[src/rtl/seg7_pkg.sv]
// seg7_pkg: shared definitions for the 7-segment readback decoder.
//   - segment bit indices (bit0 = a ... bit6 = g, 1 = lit)
//   - blank pattern and the 16-entry hex code table
//   - seg7_to_hex(): pattern -> {legal, digit[3:0]}
//   - sequence FSM state type
package seg7_pkg;

  localparam int SEG_A = 0;
  localparam int SEG_B = 1;
  localparam int SEG_C = 2;
  localparam int SEG_D = 3;
  localparam int SEG_E = 4;
  localparam int SEG_F = 5;
  localparam int SEG_G = 6;

  localparam logic [6:0] SEG_BLANK = 7'h00;

  // Entry i is the lit-segment pattern for hex digit i (0..9, A, b, C, d, E, F).
  localparam logic [15:0][6:0] SEG_CODES = {
    7'h71, 7'h79, 7'h5E, 7'h39, 7'h7C, 7'h77, 7'h6F, 7'h7F,
    7'h07, 7'h7D, 7'h6D, 7'h66, 7'h4F, 7'h5B, 7'h06, 7'h3F
  };

  typedef enum logic [0:0] {
    IDLE  = 1'b0,
    TRACK = 1'b1
  } seq_state_t;

  // Returns {legal, digit}. Blank and unknown patterns come back as not legal.
  function automatic logic [4:0] seg7_to_hex(input logic [6:0] pattern);
    logic [4:0] res;
    res = 5'b0;
    for (int i = 0; i < 16; i++) begin
      if (pattern == SEG_CODES[i]) res = {1'b1, 4'(i)};
    end
    return res;
  endfunction

endpackage

[src/rtl/seg7_stabilizer.sv]
// seg7_stabilizer: synchronises the asynchronous segment pattern, requires it to
// be stable for STABLE_CYCLES consecutive synced samples, and remembers the last
// accepted pattern so that the same pattern is never reported twice.
// Ports:
//   clk         in   system clock
//   rst         in   synchronous active-high reset
//   seg_in      in   raw segment pattern (async to clk)
//   accept_stb  out  1 in the cycle a new stable pattern is accepted
//   pattern     out  the synced pattern being accepted (valid with accept_stb)
module seg7_stabilizer
  import seg7_pkg::*;
#(
  parameter int STABLE_CYCLES = 4
) (
  input  logic       clk,
  input  logic       rst,
  input  logic [6:0] seg_in,
  output logic       accept_stb,
  output logic [6:0] pattern
);

  localparam int CW = (STABLE_CYCLES < 2) ? 1 : $clog2(STABLE_CYCLES + 1);
  localparam logic [CW-1:0] CNT_MAX = CW'(STABLE_CYCLES);

  logic [6:0]    s1_q, s2_q, prev_q, accepted_q;
  logic [CW-1:0] cnt_q, cnt_d;

  always_comb begin
    cnt_d = cnt_q;
    if (s2_q != prev_q) cnt_d = CW'(1);
    else if (cnt_q != CNT_MAX) cnt_d = cnt_q + CW'(1);
  end

  // Decided on the edge where the count reaches its limit, so a pattern settled
  // before edge 1 is accepted on edge STABLE_CYCLES+2.
  assign accept_stb = (cnt_d == CNT_MAX) && (s2_q != accepted_q);
  assign pattern    = s2_q;

  always_ff @(posedge clk) begin
    if (rst) begin
      s1_q       <= SEG_BLANK;
      s2_q       <= SEG_BLANK;
      prev_q     <= SEG_BLANK;
      accepted_q <= SEG_BLANK;
      cnt_q      <= '0;
    end else begin
      s1_q   <= seg_in;
      s2_q   <= s1_q;
      prev_q <= s2_q;
      cnt_q  <= cnt_d;
      if (accept_stb) accepted_q <= s2_q;
    end
  end

endmodule

[src/rtl/seg7_readback_decoder.sv]
// seg7_readback_decoder: recovers hex digits from a raw 7-segment pattern,
// flags illegal patterns and checks a modulo-MODULUS up-count sequence.
// Ports:
//   clk          in   system clock
//   rst          in   synchronous active-high reset
//   seg_in       in   segment pattern, bit0=a .. bit6=g, async to clk
//   digit_out    out  last accepted legal digit
//   digit_valid  out  1-cycle pulse on a newly accepted legal digit
//   digit_err    out  1-cycle pulse on a newly accepted illegal, non-blank pattern
//   blank        out  high while the last accepted pattern is blank
//   seq_ok       out  high while the last accepted digit followed the sequence
//   seq_err_cnt  out  saturating count of sequence violations
//
// state | meaning
// IDLE  | no reference digit yet (after reset or blank)
// TRACK | digit_out holds the reference for the next expected digit
module seg7_readback_decoder
  import seg7_pkg::*;
#(
  parameter int STABLE_CYCLES = 4,
  parameter int MODULUS       = 8,
  parameter int ERR_W         = 8
) (
  input  logic             clk,
  input  logic             rst,
  input  logic [6:0]       seg_in,
  output logic [3:0]       digit_out,
  output logic             digit_valid,
  output logic             digit_err,
  output logic             blank,
  output logic             seq_ok,
  output logic [ERR_W-1:0] seq_err_cnt
);

  logic       accept_stb;
  logic [6:0] pattern;

  seg7_stabilizer #(
    .STABLE_CYCLES(STABLE_CYCLES)
  ) u_stab (
    .clk       (clk),
    .rst       (rst),
    .seg_in    (seg_in),
    .accept_stb(accept_stb),
    .pattern   (pattern)
  );

  logic [4:0]       dec;
  logic             legal;
  logic [3:0]       dec_digit;
  logic [4:0]       expected;
  logic             in_seq;

  seq_state_t       state_q, state_d;
  logic [3:0]       digit_q, digit_d;
  logic             valid_q, valid_d;
  logic             err_q, err_d;
  logic             blank_q, blank_d;
  logic             ok_q, ok_d;
  logic [ERR_W-1:0] cnt_q, cnt_d;

  assign dec       = seg7_to_hex(pattern);
  assign legal     = dec[4];
  assign dec_digit = dec[3:0];

  // The expected value is always < MODULUS, so any digit >= MODULUS mismatches.
  assign expected = ({1'b0, digit_q} + 5'd1) % 5'(MODULUS);
  assign in_seq   = ({1'b0, dec_digit} == expected);

  always_comb begin
    state_d = state_q;
    digit_d = digit_q;
    valid_d = 1'b0;
    err_d   = 1'b0;
    blank_d = blank_q;
    ok_d    = ok_q;
    cnt_d   = cnt_q;
    if (accept_stb) begin
      if (pattern == SEG_BLANK) begin
        blank_d = 1'b1;
        state_d = IDLE;
        ok_d    = 1'b0;
      end else if (!legal) begin
        err_d   = 1'b1;
        blank_d = 1'b0;
      end else begin
        valid_d = 1'b1;
        blank_d = 1'b0;
        digit_d = dec_digit;
        if (state_q == IDLE) begin
          ok_d    = 1'b0;
          state_d = TRACK;
        end else if (in_seq) begin
          ok_d = 1'b1;
        end else begin
          ok_d = 1'b0;
          if (cnt_q != '1) cnt_d = cnt_q + ERR_W'(1);
        end
      end
    end
  end

  always_ff @(posedge clk) begin
    if (rst) begin
      state_q <= IDLE;
      digit_q <= 4'h0;
      valid_q <= 1'b0;
      err_q   <= 1'b0;
      blank_q <= 1'b1;
      ok_q    <= 1'b0;
      cnt_q   <= '0;
    end else begin
      state_q <= state_d;
      digit_q <= digit_d;
      valid_q <= valid_d;
      err_q   <= err_d;
      blank_q <= blank_d;
      ok_q    <= ok_d;
      cnt_q   <= cnt_d;
    end
  end

  assign digit_out   = digit_q;
  assign digit_valid = valid_q;
  assign digit_err   = err_q;
  assign blank       = blank_q;
  assign seq_ok      = ok_q;
  assign seq_err_cnt = cnt_q;

endmodule

[config.mk]
export PLATFORM = sky130hd
export DESIGN_NAME = seg7_readback_decoder
export DESIGN_NICKNAME = d
export VERILOG_FILES = /design/src/rtl/seg7_pkg.sv /design/src/rtl/seg7_stabilizer.sv /design/src/rtl/seg7_readback_decoder.sv
export SDC_FILE = /design/constraint.sdc
export NUM_CORES = 1
export LEC_CHECK = 0
export BUFFER_PORTS_ARGS = -buffer_cell sky130_fd_sc_hd__buf_2
export CORE_ASPECT_RATIO = 1.2
export CORE_UTILIZATION = 52
export DETAILED_ROUTE_END_ITERATION = 10
export HOLD_SLACK_MARGIN = 0.15
export PLACE_DENSITY = 0.8
export SLEW_MARGIN = 20
export SYNTH_ARGS = -nofsm -noshare
export SYNTH_HDL_FRONTEND = slang
export SYNTH_SLANG_ARGS = --single-unit
[constraint.sdc]
create_clock -name clk -period 2.5 [get_ports clk]
set_input_delay 0.375 -clock clk [delete_from_list [all_inputs] [get_ports clk]]
set_output_delay 0.375 -clock clk [all_outputs]
set_load 0.005 [all_outputs]
==> impl_metrics.tcl, run 1 <==
set metrics [dict create \
    setup_ws_ps 81.1 \
    tightest_slew_ps 378 \
    fp.dieArea_um2 4980 \
    power.density_nw_per_um2 502 \
    seq_area_um2 982 \
    drive_gt1_frac 0.289 \
    start_util 0.556 \
    hp-class "in -> reg" \
    synth_top_family_by_area "simple AND/OR/NAND/NOR gates" \
    first_global_vias 2069 \
    hold_viol 0 \
    final_cell_mix "dfxtp_1, buf_4, nand2_1, nor2b_1, buf_2" \
    crit_required_ps 2700 \
    syn_area_um2 2440 \
    hold_depth 2 \
    critPathCaptureType "flop" \
    min_from "seg_in[2]" \
    routabilityCongestion 0.889 \
    portBuffers 24 \
    status "complete, no violations" \
    htree_num_levels 2 \
    finalWirelength_mm 5.61 \
    worst_ep_arrival_time_ps 2620 \
    setup_violations 0 \
    cts.path.max_buffers 2 \
    clk-insertion-delay-late_ps 310 \
    synth_cells 283 \
    yosys.area_share.xor_xnor 0.0681 \
    syn_avg_cell_area_um2 8.63 \
    path_max_fanout 6 \
    antenna_found_initial 0 \
    fin_crit_sh 0.968 \
    leakagePower_nw 1.24 \
    drtIter0Drc 106 \
    drtAntennaViolNets 0 \
    startpoint "u_stab.pattern[5]$_SDFF_PP0_" \
    wire_per_inst_um 14.2 \
    pin_count 25 \
    die_w_um 64.6 \
    dp_slack_ps -14.1 \
    cts-root-buf "clkbuf_8" \
    crit_path_start_kind "flop" \
    final_nets 351 \
    reg2reg_depth 8 \
    syn_nets 296 \
    grt_pass1_wl_mm 9.49 \
    multi_input_comb_area_um2 1400 \
    synth_edf_count 0 \
    drtPass1Iterations 4 \
    rows 26 \
    async_flop_share 0 \
    fmax_mhz 413 \
    synthAdderAreaFrac 0.0205 \
    cts_tree "done" \
    drv_slew 0 \
    fillerInstances 348 \
    dieHeight_um 77.1 \
    finalPower_w 0.00152 \
    grt_start_max_net_pins 21 \
    ir_worst_vdd_mv 0.520 \
    ys_warn_count 0 \
    area_growth_pct 24.2 \
    overflow 0 \
    synth-simple-area-share 0.300 \
    cts_hold_buf 0 \
    detailed_place_hpwl_mm 3.91 \
    cts_inserted_buffers 5 \
    cts.sinks 48 \
    drc 0 \
    track_usage 0.241 \
    crit_type "reg -> reg" \
    max_slew_margin 0.747 \
    r2r_start "u_stab.pattern[5]$_SDFF_PP0_" \
    ys_ff_latch 48 \
    muxShareOfSynthArea 0.0174 \
    num_vias 2211 \
    via_per_inst 5.60 \
    yosysSeqAreaShare 0.393 \
    core_area_um2 4390 \
    synth_compound_area_frac 0.144 \
    ys_types 52 \
    finalSetupTns_ps 0 \
    drv_cap 0 \
    path_clk_slew_ps 100 \
    diodes 0 \
    ys.flop_type "dfxtp_1" \
    fin_skew_ps 9.89 \
    fin_crit_ps 2420 \
]
layout make-up:
| cell class | instances | area share |
|---|---|---|
| Timing Repair Buffer | 67 | 0.147 |
| Tap cell | 56 | 0.0231 |
| Clock inverter | 3 | 0.0153 |
| Multi-Input combinational cell | 209 | 0.460 |
| Clock buffer | 5 | 0.0227 |
| Sequential cell | 48 | 0.324 |
| Inverter | 7 | 0.00866 |
power by group:
group          switching, W  internal [W]  total [W]
combinational     0.0000768     0.0000773   0.000154
clock              0.000273      0.000301   0.000574
sequential        0.0000176      0.000778   0.000796
total              0.000367       0.00116    0.00152
cell usage after synthesis (all sizes together) (3+ instances only):
cell type  count  share of area
nand3          8          0.016
o21ai          8          0.016
dfxtp         48           0.39
nand4          5          0.013
o32ai          3          0.011
nand2         30          0.047
or4            7          0.022
nor3           6          0.012
nor2b         25          0.064
o31ai          3         0.0092
xor2           8          0.029
clkbuf         6          0.011
buf           13          0.035
nor4           4          0.019
or3b           3          0.011
and3           4          0.010
nand3b         5          0.015
xnor2         11          0.039
o2111ai        3          0.013
a211oi         6          0.023
a21oi         23          0.047
nor3b          3         0.0092
ha             4          0.020
or3            4          0.010
nor2          17          0.026
inv            7          0.011
repair_timing:
| item | in CTS | in global routing |
|---|---|---|
| pin swaps | 0 | 13 |
| setup endpoints to repair | 3 | 8 |
| gates resized for setup | 2 | 20 |
| hold endpoints to repair | 0 | 0 |
| gates cloned | 0 | 0 |
| setup buffers | 0 | 10 |
per-stage QoR:
stage | hold slack, ps | utilization | cell area, µm² | instances
final | 277 | 0.691 | 3030 | 395
after global routing | 290 | 0.691 | 3030 | 395
after CTS | 279 | 0.657 | 2890 | 385
after detailed placement | 433 | 0.630 | 2770 | 377
after global placement | 418 | 0.630 | 2770 | 377
after floorplan | 414 | - | 2440 | 283
registers in the layout, indices dropped and copies added, names as in the netlist, 3 cells and up:
name,flops
seq_err_cnt,8
u_stab.accepted_q,7
u_stab.pattern,7
u_stab.prev_q,7
u_stab.s1_q,7
digit_out,4
u_stab.cnt_q,3
worst max-delay path, cell delays in order (launching register included):
cell and delay, ps:
dfxtp_4 380, clkbuf_2 160, xnor2_1 180, nor3_1 220, o221a_2 280, o2111ai_4 140
or4_1 520, nor2_1 120, mux2_1 330
worst paths after layout:
kind,end,slack [ps]
worst min register to register,u_stab.pattern[6]$_SDFF_PP0_,440
worst max register to register,seq_err_cnt[5]$_SDFFE_PP0P_,80
worst max-delay path,seq_err_cnt[5]$_SDFFE_PP0P_,80
worst min-delay path,u_stab.s1_q[2]$_SDFF_PP0_,280
logic make-up after synthesis:
kind of cell	after synthesis
XOR/XNOR	19
flip-flops	48
adder cells (fa/ha/maj)	4
AND/OR/NAND/NOR	129
AO/OA/AOI/OAI	53
multiplexers	4
buffers and inverters	26
layer usage:
metal,GRT usage,wire length [µm],share of wire,up-vias
met5,0,0,0,-
li1,-,-,-,1100
met2,0.412,2790,0.50,55
met4,0.0933,119,0.021,0
met1,0.301,2490,0.44,1043
met3,0.0342,215,0.038,13
Note: power is estimated with default switching activity, not from simulation.
==> run 2, diff against run 1 <==
- CORE_ASPECT_RATIO: 1.2 -> 1.4
- CORE_UTILIZATION: 52 -> 55
- clock period: 2.5 -> 3 ns (I/O delays scaled with it)
==> run 2 against run 1 <==
  * Total power shrank 20%
  * Sequential share of layout area grew 3.4 points
  * Critical path depth shrank 2
  * Largest power group unchanged
  * Clock power shrank 20%
  * Hold slack gained 79 ps
  * First-iteration DRC count shrank 21%
  * Via count shrank 6.9%
  * Flip-flop and latch count is the same
  * Critical path type unchanged
  * Design area shrank 11%
  * Register-to-register slack gained 170 ps
  * Critical endpoint is now seq_err_cnt[4]$_SDFFE_PP0P_
  * Cell count shrank 8.4%
  * Setup slack gained 170 ps
==> impl_metrics.tcl, run 2 (synthesis gave the netlist of run 1 again) <==
set metrics [dict create \
    p_sw_w 0.000283 \
    drv_cap 0 \
    die_w_um 58.3 \
    wire_per_inst_um 13.8 \
    first_global_vias 1841 \
    status "complete, no violations" \
    seq_area_um2 965 \
    fin_crit_ps 2750 \
    sw_frac_of_total 0.232 \
    dieHeight_um 80.8 \
    critPathCaptureType "flop" \
    path_clk_slew_ps 90 \
    cts_inserted_buffers 5 \
    startpoint "u_stab.pattern[2]$_SDFF_PP0_" \
    fillerInstances 368 \
    clkPwrFrac 0.379 \
    grt_pass1_wl_mm 8.21 \
    htree_num_levels 2 \
    rsz0062_at_grt "no" \
    placed_area_um2 2580 \
    grt_util_met2 0.387 \
    area_growth_pct 10.3 \
    worst_ep_arrival_time_ps 2990 \
    finalSetupTns_ps 0 \
    crit_required_ps 3240 \
    setup_violations 0 \
    final_core_util 0.635 \
    grt.met3_usage 0.0382 \
    tightest_slew_ps 624 \
    num_vias 2058 \
    grt_use_met1 0.268 \
    max_slew_margin 0.584 \
    power_frac_comb 0.072 \
    detailed_place_hpwl_mm 3.51 \
    busiest_layer "met2" \
    portBuffers 24 \
    leakagePower_nw 1.03 \
    multi_input_comb_area_um2 1340 \
    cts.sinks 48 \
    layout_commonest_cell "dfxtp_1" \
    reg2reg_depth 6 \
    drc 0 \
    cts_hold_buf 0 \
    fmax_mhz 364 \
    fp.dieArea_um2 4710 \
    fin_skew_ps 8.76 \
    drtIter0Drc 84 \
    hold_depth 2 \
    rows 28 \
    hold_viol 0 \
    largest_register_ffs 8 \
    track_usage 0.226 \
    fin_crit_sh 0.917 \
    grt_start_max_net_pins 34 \
    crit_type "reg -> reg" \
    core_area_um2 4240 \
    postCtsSetupRepairBufs 0 \
    power.density_nw_per_um2 453 \
    drtAntennaViolNets 0 \
    whs_ps 356 \
    cts_tree "done" \
    ir_worst_vdd_mv 0.403 \
    clk-insertion-delay-late_ps 310 \
    diodes 0 \
    routabilityCongestion 0.828 \
    crit_path_start_kind "flop" \
    cts.path.max_buffers 2 \
    path_max_fanout 17 \
    start_util 0.576 \
    via_per_inst 5.69 \
    r2r_slack_ps 250 \
    drive_gt1_frac 0.162 \
    cts-root-buf "clkbuf_8" \
    final_nets 314 \
    min_from "seg_in[6]" \
    antenna_found_initial 0 \
    intPower_w 0.000937 \
    pin_count 25 \
    drv_slew 0 \
    fin_area_um2 2690 \
    p_seq_frac 0.549 \
    final_cell_mix "dfxtp_1, nand2_1, nor2b_1, buf_2, a21oi_1" \
    drtPass1Iterations 4 \
    finalWirelength_mm 4.99 \
    finalPower_w 0.00122 \
    cts_resized 0 \
    overflow 0 \
    hp-class "in -> reg" \
    r2r_start "u_stab.pattern[2]$_SDFF_PP0_" \
]
-- run 2: final timing paths --
path / end
max: seq_err_cnt[4]$_SDFFE_PP0P_
min: u_stab.s1_q[6]$_SDFF_PP0_
max reg2reg: seq_err_cnt[4]$_SDFFE_PP0P_
min reg2reg: u_stab.pattern[0]$_SDFF_PP0_
-- run 2: critical path: stages (launching register included) --
cell,delay [ps]
dfxtp_1,690
xor2_1,190
nor4_4,470
and3_1,280
nand4_1,330
or4_1,580
a21oi_1,140
-- run 2: stage by stage --
step	setup WS [ps]	cells
CTS	167	362
finish	250	362
detailed placement	160	354
global route	6.24	362
global placement	231	354
floorplan	571	283
-- run 2: final cells by class --
type,count,area share
Timing Repair Buffer,30,0.0660
Clock inverter,2,0.0130
Tap cell,60,0.0279
Multi-Input combinational cell,209,0.498
Inverter,7,0.00975
Clock buffer,6,0.0269
Sequential cell,48,0.358
-- run 2: power by group through the flow --
stage / Combinational, W / Clock [W] / Sequential (W)
6_report: 0.0000879 / 0.000462 / 0.000670
5_1_grt: 0.0000968 / 0.000489 / 0.000673
4_1_cts: 0.0000880 / 0.000467 / 0.000669
3_5_place_dp: 0.0000873 / 0 / 0.000684
3_3_place_gp: 0.0000857 / 0 / 0.000684
2_1_floorplan: 0.0000817 / 0 / 0.000670
-- run 2: per-layer routing --
layer  vias to the layer above  routed length, µm
met5                         -                  0
met4                         0                160
met3                        12                194
met2                        53               2480
met1                       965               2160
li1                       1028                  -
